$ cat src/rtl/ex_fwd_scoreboard.sv
// EX-stage operand forwarding, load-use / long-latency hazard detection and
// register scoreboard with saturating stall counters.
module ex_fwd_scoreboard #(
    parameter int XLEN   = 32,
    parameter int REG_AW = 5,
    parameter int NUM_RD = 2,
    parameter int LU_MAX = 2,
    parameter int CNT_W  = 32
) (
    input  logic                     clk,
    input  logic                     rst_n,
    input  logic                     id_valid_i,
    input  logic [NUM_RD*REG_AW-1:0] id_rs_addr_i,
    input  logic [NUM_RD-1:0]        id_rs_used_i,
    input  logic [REG_AW-1:0]        id_rd_addr_i,
    input  logic                     id_reg_w_ena_i,
    input  logic                     id_mem_w_ena_i,
    input  logic                     id_long_op_i,
    input  logic                     flush_i,
    input  logic [NUM_RD*REG_AW-1:0] ex_rs_addr_i,
    input  logic [NUM_RD*XLEN-1:0]   ex_rs_data_i,
    input  logic [REG_AW-1:0]        ex_rd_addr_i,
    input  logic                     ex_reg_w_ena_i,
    input  logic                     ex_mem_r_ena_i,
    input  logic                     ex_mem_w_ena_i,
    input  logic [REG_AW-1:0]        mem_rd_addr_i,
    input  logic                     mem_reg_w_ena_i,
    input  logic                     mem_mem_r_ena_i,
    input  logic [XLEN-1:0]          mem_reg_w_data_i,
    input  logic [REG_AW-1:0]        wb_rd_addr_i,
    input  logic                     wb_reg_w_ena_i,
    input  logic [XLEN-1:0]          wb_reg_w_data_i,
    input  logic                     lu_done_i,
    input  logic [REG_AW-1:0]        lu_done_rd_i,
    input  logic                     lu_kill_i,
    input  logic                     cnt_clr_i,
    output logic [NUM_RD*XLEN-1:0]   ex_op_data_o,
    output logic [2*NUM_RD-1:0]      fwd_sel_o,
    output logic                     fwd_c_o,
    output logic                     hazard_hold_o,
    output logic [(2**REG_AW)-1:0]   busy_o,
    output logic [2:0]               lu_cnt_o,
    output logic                     lu_err_o,
    output logic [CNT_W-1:0]         stall_load_cnt_o,
    output logic [CNT_W-1:0]         stall_lu_cnt_o
);

    localparam int NREG = 2**REG_AW;

    logic [NREG-1:0]   r_busy;
    logic [NREG-1:0]   w_busy_nxt;
    logic [2:0]        r_lu_cnt;
    logic [2:0]        w_lu_cnt_nxt;
    logic              r_lu_err;
    logic [CNT_W-1:0]  r_stall_load_cnt;
    logic [CNT_W-1:0]  r_stall_lu_cnt;

    logic [NUM_RD-1:0] w_ld_hit;
    logic [NUM_RD-1:0] w_raw_hit;
    logic              w_load_use;
    logic              w_lu_raw;
    logic              w_lu_waw;
    logic              w_lu_struct;
    logic              w_lu_hz;
    logic              w_hold;
    logic              w_issue;
    logic              w_done_hit;

    genvar g;
    for (g = 0; g < NUM_RD; g++) begin : g_op
        logic [REG_AW-1:0] w_rs;
        logic [REG_AW-1:0] w_id_rs;
        logic [1:0]        w_sel;

        assign w_rs    = ex_rs_addr_i[g*REG_AW +: REG_AW];
        assign w_id_rs = id_rs_addr_i[g*REG_AW +: REG_AW];

        // A load in EX/MEM has no data yet, so only ALU results forward from there.
        always_comb begin
            w_sel = 2'b00;
            if (w_rs != '0) begin
                if (mem_reg_w_ena_i && !mem_mem_r_ena_i && (mem_rd_addr_i == w_rs))
                    w_sel = 2'b10;
                else if (wb_reg_w_ena_i && (wb_rd_addr_i == w_rs))
                    w_sel = 2'b01;
            end
        end

        assign fwd_sel_o[2*g +: 2] = w_sel;
        assign ex_op_data_o[g*XLEN +: XLEN] =
            (w_sel == 2'b10) ? mem_reg_w_data_i :
            (w_sel == 2'b01) ? wb_reg_w_data_i  :
                               ex_rs_data_i[g*XLEN +: XLEN];

        // Store data (operand 1 of a store) is picked up by the MEM-stage forward instead.
        assign w_ld_hit[g]  = id_rs_used_i[g] && (w_id_rs == ex_rd_addr_i)
                              && !(id_mem_w_ena_i && (g == 1));
        assign w_raw_hit[g] = id_rs_used_i[g] && (w_id_rs != '0) && r_busy[w_id_rs];
    end

    assign fwd_c_o = ex_mem_w_ena_i && mem_mem_r_ena_i && mem_reg_w_ena_i
                     && (mem_rd_addr_i != '0)
                     && (mem_rd_addr_i == ex_rs_addr_i[REG_AW +: REG_AW]);

    assign w_load_use  = ex_mem_r_ena_i && ex_reg_w_ena_i && (ex_rd_addr_i != '0) && (|w_ld_hit);
    assign w_lu_raw    = |w_raw_hit;
    assign w_lu_waw    = id_reg_w_ena_i && r_busy[id_rd_addr_i];
    assign w_lu_struct = id_long_op_i && (r_lu_cnt == 3'(LU_MAX));
    assign w_lu_hz     = w_lu_raw || w_lu_waw || w_lu_struct;
    assign w_hold      = id_valid_i && !flush_i && (w_load_use || w_lu_hz);
    assign w_issue     = id_valid_i && id_long_op_i && !flush_i && !w_hold;
    assign w_done_hit  = lu_done_i && r_busy[lu_done_rd_i];

    // Set after clear so an issue and a retire on the same rd leave the bit owned by the new op.
    always_comb begin
        w_busy_nxt   = r_busy;
        w_lu_cnt_nxt = r_lu_cnt;
        if (lu_kill_i) begin
            w_busy_nxt   = '0;
            w_lu_cnt_nxt = '0;
        end else begin
            if (w_done_hit)
                w_busy_nxt[lu_done_rd_i] = 1'b0;
            if (w_issue && (id_rd_addr_i != '0))
                w_busy_nxt[id_rd_addr_i] = 1'b1;
            case ({w_issue, w_done_hit})
                2'b10:   w_lu_cnt_nxt = r_lu_cnt + 3'd1;
                2'b01:   w_lu_cnt_nxt = r_lu_cnt - 3'd1;
                default: w_lu_cnt_nxt = r_lu_cnt;
            endcase
        end
    end

    always_ff @(posedge clk or negedge rst_n) begin
        if (!rst_n) begin
            r_busy           <= '0;
            r_lu_cnt         <= '0;
            r_lu_err         <= 1'b0;
            r_stall_load_cnt <= '0;
            r_stall_lu_cnt   <= '0;
        end else begin
            r_busy   <= w_busy_nxt;
            r_lu_cnt <= w_lu_cnt_nxt;
            if (lu_done_i && !r_busy[lu_done_rd_i])
                r_lu_err <= 1'b1;
            if (cnt_clr_i) begin
                r_stall_load_cnt <= '0;
                r_stall_lu_cnt   <= '0;
            end else begin
                if (w_hold && w_load_use && !(&r_stall_load_cnt))
                    r_stall_load_cnt <= r_stall_load_cnt + CNT_W'(1);
                if (w_hold && w_lu_hz && !(&r_stall_lu_cnt))
                    r_stall_lu_cnt <= r_stall_lu_cnt + CNT_W'(1);
            end
        end
    end

    assign hazard_hold_o    = w_hold;
    assign busy_o           = r_busy;
    assign lu_cnt_o         = r_lu_cnt;
    assign lu_err_o         = r_lu_err;
    assign stall_load_cnt_o = r_stall_load_cnt;
    assign stall_lu_cnt_o   = r_stall_lu_cnt;

endmodule

$ cat config.mk
export PLATFORM = sky130hd
export DESIGN_NAME = ex_fwd_scoreboard
export DESIGN_NICKNAME = d
export VERILOG_FILES = /design/src/rtl/ex_fwd_scoreboard.sv
export SDC_FILE = /design/constraint.sdc
export NUM_CORES = 1
export LEC_CHECK = 0
export ABC_AREA = 1
export ABC_CLOCK_PERIOD_IN_PS = 2800
export BUFFER_PORTS_ARGS = -buffer_cell sky130_fd_sc_hd__buf_2
export CAP_MARGIN = 20
export CORE_MARGIN = 2
export CORE_UTILIZATION = 30
export CTS_BUF_LIST = sky130_fd_sc_hd__clkbuf_2
export CTS_CLUSTER_DIAMETER = 40
export CTS_CLUSTER_SIZE = 24
export DETAILED_ROUTE_END_ITERATION = 6
export SYNTH_ARGS = -nofsm -noshare
export SYNTH_HDL_FRONTEND = slang
export SYNTH_SLANG_ARGS = --single-unit
$ cat constraint.sdc
create_clock -name clk -period 2.8 [get_ports clk]
set_input_delay 0 -clock clk [delete_from_list [all_inputs] [get_ports clk]]
set_output_delay 0 -clock clk [all_outputs]
set_load 0.01 [all_outputs]
# Word level (Yosys, flattened, before mapping)
# Index checks and enable logic that the tools add are counted.
[op_classes]
n_addsub = 4
n_reduce_logical = 59
magnitude_cmp = 6
bitwise = 3
muxes = 32
eq_ne = 13
[op_table]
columns = ["op", "n"]
rows = [
  ["32-bit 2-to-1 mux", 12],
  ["32-bit by 1-bit adder with 32-bit output (second input constant)", 2],
  ["32-bit AND reduction", 2],
  ["1-bit logical AND", 35],
  ["5-bit nonzero test", 7],
  ["32-bit AND", 1],
  ["32-bit NOT", 1],
  ["32-bit bitwise OR", 1],
  ["5-bit equality test", 6],
  ["5-bit by 6-bit less-than comparator with 1-bit output (second input constant)", 4],
  ["1-bit binary-select mux with 5-bit select", 4],
  ["1-bit demux with 5-bit select", 2],
  ["5-bit by 1-bit >= comparator with 1-bit output (second input constant)", 2],
  ["1-bit 2-to-1 mux", 8],
  ["2-bit 2-to-1 mux", 4],
  ["1-bit zero test", 7],
  ["2-bit by 1-bit equality test with 1-bit output (second input constant)", 3],
  ["2-bit equality test (second input constant)", 3],
  ["3-bit one-hot mux with 2 select lines", 1],
  ["2-bit nonzero test", 2],
  ["2-bit OR reduction", 2],
  ["3-bit by 1-bit adder with 3-bit output (second input constant)", 1],
  ["3-bit by 2-bit equality test with 1-bit output (second input constant)", 1],
  ["1-bit logical OR", 3],
  ["other kinds (3)", 3],
]
[totals]
ff_bits = 100
inputBits = 191

# Logic depth before layout (Yosys ltp)
[logic_depth]
word_depth = 13
depth_mapped = 23
mapped_depth_nobuf = 22

# Least setup slack after synthesis
# Ideal clock, no wire load.
[synth_path]
path_type = "reg-to-reg"
start = "register r_busy[10] (netlist: busy_o[10])"
end = "register r_lu_cnt[2] (netlist: lu_cnt_o[2])"
stages_incl_launch_ff = 22
setup_ps = 117
setup_slack_ps = 465
t_arrival_ps = 2218
synth_period_minus_slack_ps = 2335
n_path_buf = 0
t_required_ps = 2683
path_cell_list = "dfrtp_1 inv_1 o21ai_0 nand2_1 nand2_1 nand2_1 nand2_1 nor2_1 nand2_1 nand2_1 nand3_1 nor2_1 nand3_1 nand2_1 inv_1 fa_1 xnor2_1 inv_1 nand4_1 nand2_1 nand2_1 nand2_1"
[synth_between]
elab_chain_cells = 13
[synth_lines]
columns = ["element", "line_no", "source"]
rows = [
  ["start, declared", "50", "logic [NREG-1:0] r_busy;"],
  ["start signal, assigned", "142", "r_busy <= w_busy_nxt;"],
  ["1-bit binary-select mux with 5-bit select", "98", "assign w_raw_hit[g] = id_rs_used_i[g] && (w_id_rs != '0) && r_busy[w_id_rs];"],
  ["1-bit 2-to-1 mux (not written as such)", "98", ""],
  ["1-bit logical AND", "98", ""],
  ["2-bit OR reduction", "106", "assign w_lu_raw = |w_raw_hit;"],
  ["1-bit logical OR (2 in a row)", "109", "assign w_lu_hz = w_lu_raw || w_lu_waw || w_lu_struct;"],
  ["1-bit logical OR", "110", "assign w_hold = id_valid_i && !flush_i && (w_load_use || w_lu_hz);"],
  ["1-bit logical AND", "110", ""],
  ["1-bit zero test", "111", "assign w_issue = id_valid_i && id_long_op_i && !flush_i && !w_hold;"],
  ["1-bit logical AND", "111", ""],
  ["2-bit by 1-bit equality test with 1-bit output / 2-bit equality test (equally long branches)", "126", "case ({w_issue, w_done_hit})"],
  ["3-bit one-hot mux with 2 select lines", "126", ""],
  ["3-bit 2-to-1 mux", "118", "if (lu_kill_i) begin"],
  ["end signal, assigned", "143", "r_lu_cnt <= w_lu_cnt_nxt;"],
  ["end, declared", "52", "logic [2:0] r_lu_cnt;"],
]
# Parallel ways exist; a longest one is shown, timed or not. The select of a mux whose other input is x is not followed.
# A chain may end at the register's enable or synchronous reset.

# Worst setup path after layout
[layout_path]
start = "register r_busy[15] (netlist: busy_o[15])"
end = "register r_busy[26] (netlist: busy_o[26])"
[layout_between]
elab_chain_cells = 13
[layout_lines]
columns = ["element", "line_no", "source"]
rows = [
  ["1-bit binary-select mux with 5-bit select", "98", ""],
  ["1-bit 2-to-1 mux (not written as such)", "98", ""],
  ["1-bit logical AND", "98", ""],
  ["2-bit OR reduction", "106", ""],
  ["1-bit logical OR (2 in a row)", "109", ""],
  ["1-bit logical OR", "110", ""],
  ["1-bit logical AND", "110", ""],
  ["1-bit zero test", "111", ""],
  ["1-bit logical AND", "111", ""],
  ["1-bit logical AND", "124", "if (w_issue && (id_rd_addr_i != '0))"],
  ["32-bit 2-to-1 mux (*)", "124", ""],
  ["32-bit 2-to-1 mux (*)", "118", ""],
  ["via w_busy_nxt[26]", "51", "logic [NREG-1:0] w_busy_nxt;"],
]
# Mark *: on every way through the listed nets, which the timed path passes. The rest lies on a longest branch. The select of a mux whose other input is x is not followed.

==> out/metrics.csv <==
stage,metric,value,unit
power_and_ir_drop,p_leak,5.90,nW
route,firstDrtPassIters,6,
die,core,0.0307,sq mm
global_route,overflow,0,
timing,fmax,0.377,GHz
clock_tree,clkTransAtPathRegs,320,ps
route,viasPerCell,5.36,
global_route,met3_usage,4.69,%
global_route,grt_pass1_wl,69700,microns
global_route,grt_pass1_vias,11900,
timing,max-slew-margin-rel,23.0,%
place,place_ws,137,ps
layout,drive_gt1_share,24.1,%
worst_hold_path,hp-start,id_rs_used_i[0],
synth,avgSynthCellArea,5.97,sq um
job,drv_cap,0,
synth,syn_inst,1568,
die,io_pins,361,
global_route,globalRouteMet1Util,33.1,%
worst_hold_path,hold_class,in -> reg,
clock_tree,cts_max_path_buffers,2,
place,place_hpwl,35400,microns
global_route,met2_usage,46.7,%
global_route,antenna_found_initial,10,
timing,clock-skew-final,50.7,ps
setup_path,cp_slowest_cell,dlygate4sd3_1,
global_route,grt_usage,26.9,%
timing,worst_slew_pin_slew,1150,ps
synth,ys_async_sr_fraction,100,%
setup_path,critPathLaunchType,flip-flop,
synth,ys_seq_elements,100,
timing,setup_viol,0,
power_and_ir_drop,total_power,3.38,mW
synth,synthesis.nets,1762,
route,drc_errors,0,
setup_path,reg2reg_depth,11,
synth,ys_seq_area_share,26.7,%
die,num_rows,64,
power_and_ir_drop,vdd_ir_drop_max,199,uV
synth,synth.most_common_cell,nand2_1,
route,final_antenna_net_count,0,
clock_tree,cts_made_buffers,9,
place,gp_congestion,0.989,
timing,post-route-min-period,2650,ps
setup_path,path_class,reg -> reg,
setup_path,r2r_slack,150,ps
setup_path,r2r_end,busy_o[26],
setup_path,worstPathCellList,inv_1 > o22ai_1 > o21ai_0 > nand2_1 > nor2_1 > nand2_1 > nand2_1 > buf_6 > o31ai_1 > a21oi_1 > dlygate4sd3_1,
timing,setup_ws,148,ps
die,die_h,181,microns
setup_path,crit_path_frequent_cell,nand2_1,
route,dr.first_iter.drc_count,1146,
status,status,completed,
synth,synthTopCellsByCount,"nand2_1, nor2_1, inv_1, dfrtp_1, nand3_1",
die,dieArea,0.0326,sq mm
synth,syn_area,0.00936,sq mm
layout,final_nets,2146,
synth,netlist_top_cells_area,"dfrtp_1, nand2_1, nor2_1",
timing,hold_viol,0,
synth,synth_flop_cell,dfrtp_1,
setup_path,worst_path_largest_cell_delay,570,ps
layout,area.growth.synth_to_final,32.9,%
clock_tree,clock_sinks,100,
setup_path,setup.worst_path.end_class,flip-flop,
setup_path,worst-endpoint-required,3440,ps
synth,synth-edff-count,0,
setup_path,cp.arrival,3290,ps
die,fp.dieW,181,microns
die,start_util,30.5,%
synth,ys_types,43,
clock_tree,clock_latency,670,ps
clock_tree,htreeDepth,3,
route,vias,12600,
timing,final-max-slew-violation-count,0,
setup_path,r2r-start,busy_o[15],
route,routed_wl,45200,microns
synth,synth_top_area_cell,dfrtp_1,
global_route,grt_max_degree,66,
place,port-buffer-count,360,
layout,nFillCells,3358,
worst_hold_path,hold_end,stall_lu_cnt_o[3],
timing,rsz0062_at_grt,yes,
setup_path,critPathMaxFanout,31,
timing,finalCritPeriodShare,94.7,%
synth,yosysWarnings,0,
global_route,busiest_layer,met2,
clock_tree,cts_root_buf,clkbuf_2,
clock_tree,cts_tree,done,
route,avgRoutedWirePerCell,19.1,microns
power_and_ir_drop,power_density,271,mW/mm^2
synth,synth.top_cell.area_share,26.7,%
worst_hold_path,min_path_cells,8,
[routing by layer]
metal  wire length (microns)  vias up
li1                        -     6024
met1                   17800     5885
met2                   22100      627
met3                    3670       95
met4                    1590        2
met5                      13        -
[sequential cells by signal (all words and copies together), names as in the netlist]
signal            flops
lu_cnt_o              3
lu_err_o              1
stall_load_cnt_o     32
busy_o               32
stall_lu_cnt_o       32
[power breakdown]
group / total, mW / switching, mW / internal [mW]
registers: 1.47 / 0.0151 / 1.46
logic: 0.984 / 0.606 / 0.377
clock network: 0.920 / 0.532 / 0.389
[layout by cell type (no fill, tap or decap), types with 3 or more instances in the layout]
| cell type | instances |
|---|---|
| clkbuf_2 | 11 |
| buf_2 | 359 |
| o21ai_1 | 3 |
| nand2_2 | 5 |
| xor2_1 | 32 |
| buf_4 | 54 |
| nor3b_1 | 3 |
| dfrtp_1 | 96 |
| a22oi_1 | 4 |
| nor2_2 | 4 |
| buf_12 | 9 |
| nor4_1 | 18 |
| dlygate4sd3_1 | 25 |
| xnor2_1 | 3 |
| nand3_1 | 88 |
| o21ai_0 | 71 |
| inv_1 | 163 |
| nand3_2 | 3 |
| diode_2 | 7 |
| a21oi_1 | 49 |
| nor2_1 | 174 |
| nand4_1 | 72 |
| a211oi_1 | 4 |
| inv_2 | 8 |
| nor3_1 | 59 |
| nand2_1 | 488 |
| a31oi_1 | 32 |
| bufinv_16 | 3 |
| dfrtp_2 | 4 |
| o211ai_1 | 33 |
| o31ai_1 | 37 |
| o22ai_1 | 17 |
[kinds of logic after synthesis]
logic type      count (synthesis)  share of synthesized area (%)
compound gates                258                           16.8
buf+inv                       249                           10.6
flops                         100                           26.7
xor+xnor                       36                           3.37
fa+ha+maj                       3                          0.481
simple gates                  922                           42.0
[through the flow]
step           hold WS (ps)  cells  cell area, sq um  setup TNS [ps]  utilization, %
6_report                141   2359             12400               0            40.6
5_1_grt                 192   2358             12400           -61.8            40.6
3_3_place_gp           33.3   2304             11900               0            38.7
2_1_floorplan          -296   1568              9360               0               -
4_1_cts                 109   2345             12300               0            40.1
3_5_place_dp           35.5   2304             11900               0            38.7
[worst max path at each step]
| stage | start | to | slack [ps] |
|---|---|---|---|
| after floorplan | busy_o[10] | lu_cnt_o[2] | 460 |
| after global placement | id_rs_addr_i[0] | lu_cnt_o[2] | 130 |
| after detailed placement | id_rs_addr_i[0] | lu_cnt_o[2] | 140 |
| after CTS | busy_o[14] | busy_o[26] | 110 |
| after global routing | busy_o[2] | lu_cnt_o[2] | -30 |
| final | busy_o[15] | busy_o[26] | 150 |
[worst max-delay path, delay by kind of cell, from the launching register on]
family | cells | cell delay [ps]
buffers and inverters | 3 | 950
AND/OR/NAND/NOR | 4 | 580
AO/OA/AOI/OAI | 4 | 610
flip-flops | 1 | 480
[what timing repair did]
action                     4_1_cts  5_1_grt
setup buffers                    0        6
gates resized for setup          0       20
setup endpoints to repair        0        5
hold buffers                    26        0
hold endpoints to repair       168        0
[layout make-up]
class	instances	area, sq um	share of cell area [%]
diodes	7	17.5	0.141
clock buffers	11	55.1	0.442
clock inverters	4	98.8	0.794
inverters	172	646	5.19
multi-input cells	1219	5930	47.6
flip-flops and latches	100	2510	20.1
well taps	396	495	3.98
repair buffers	450	2700	21.7
(Power assumes the default switching activity.)
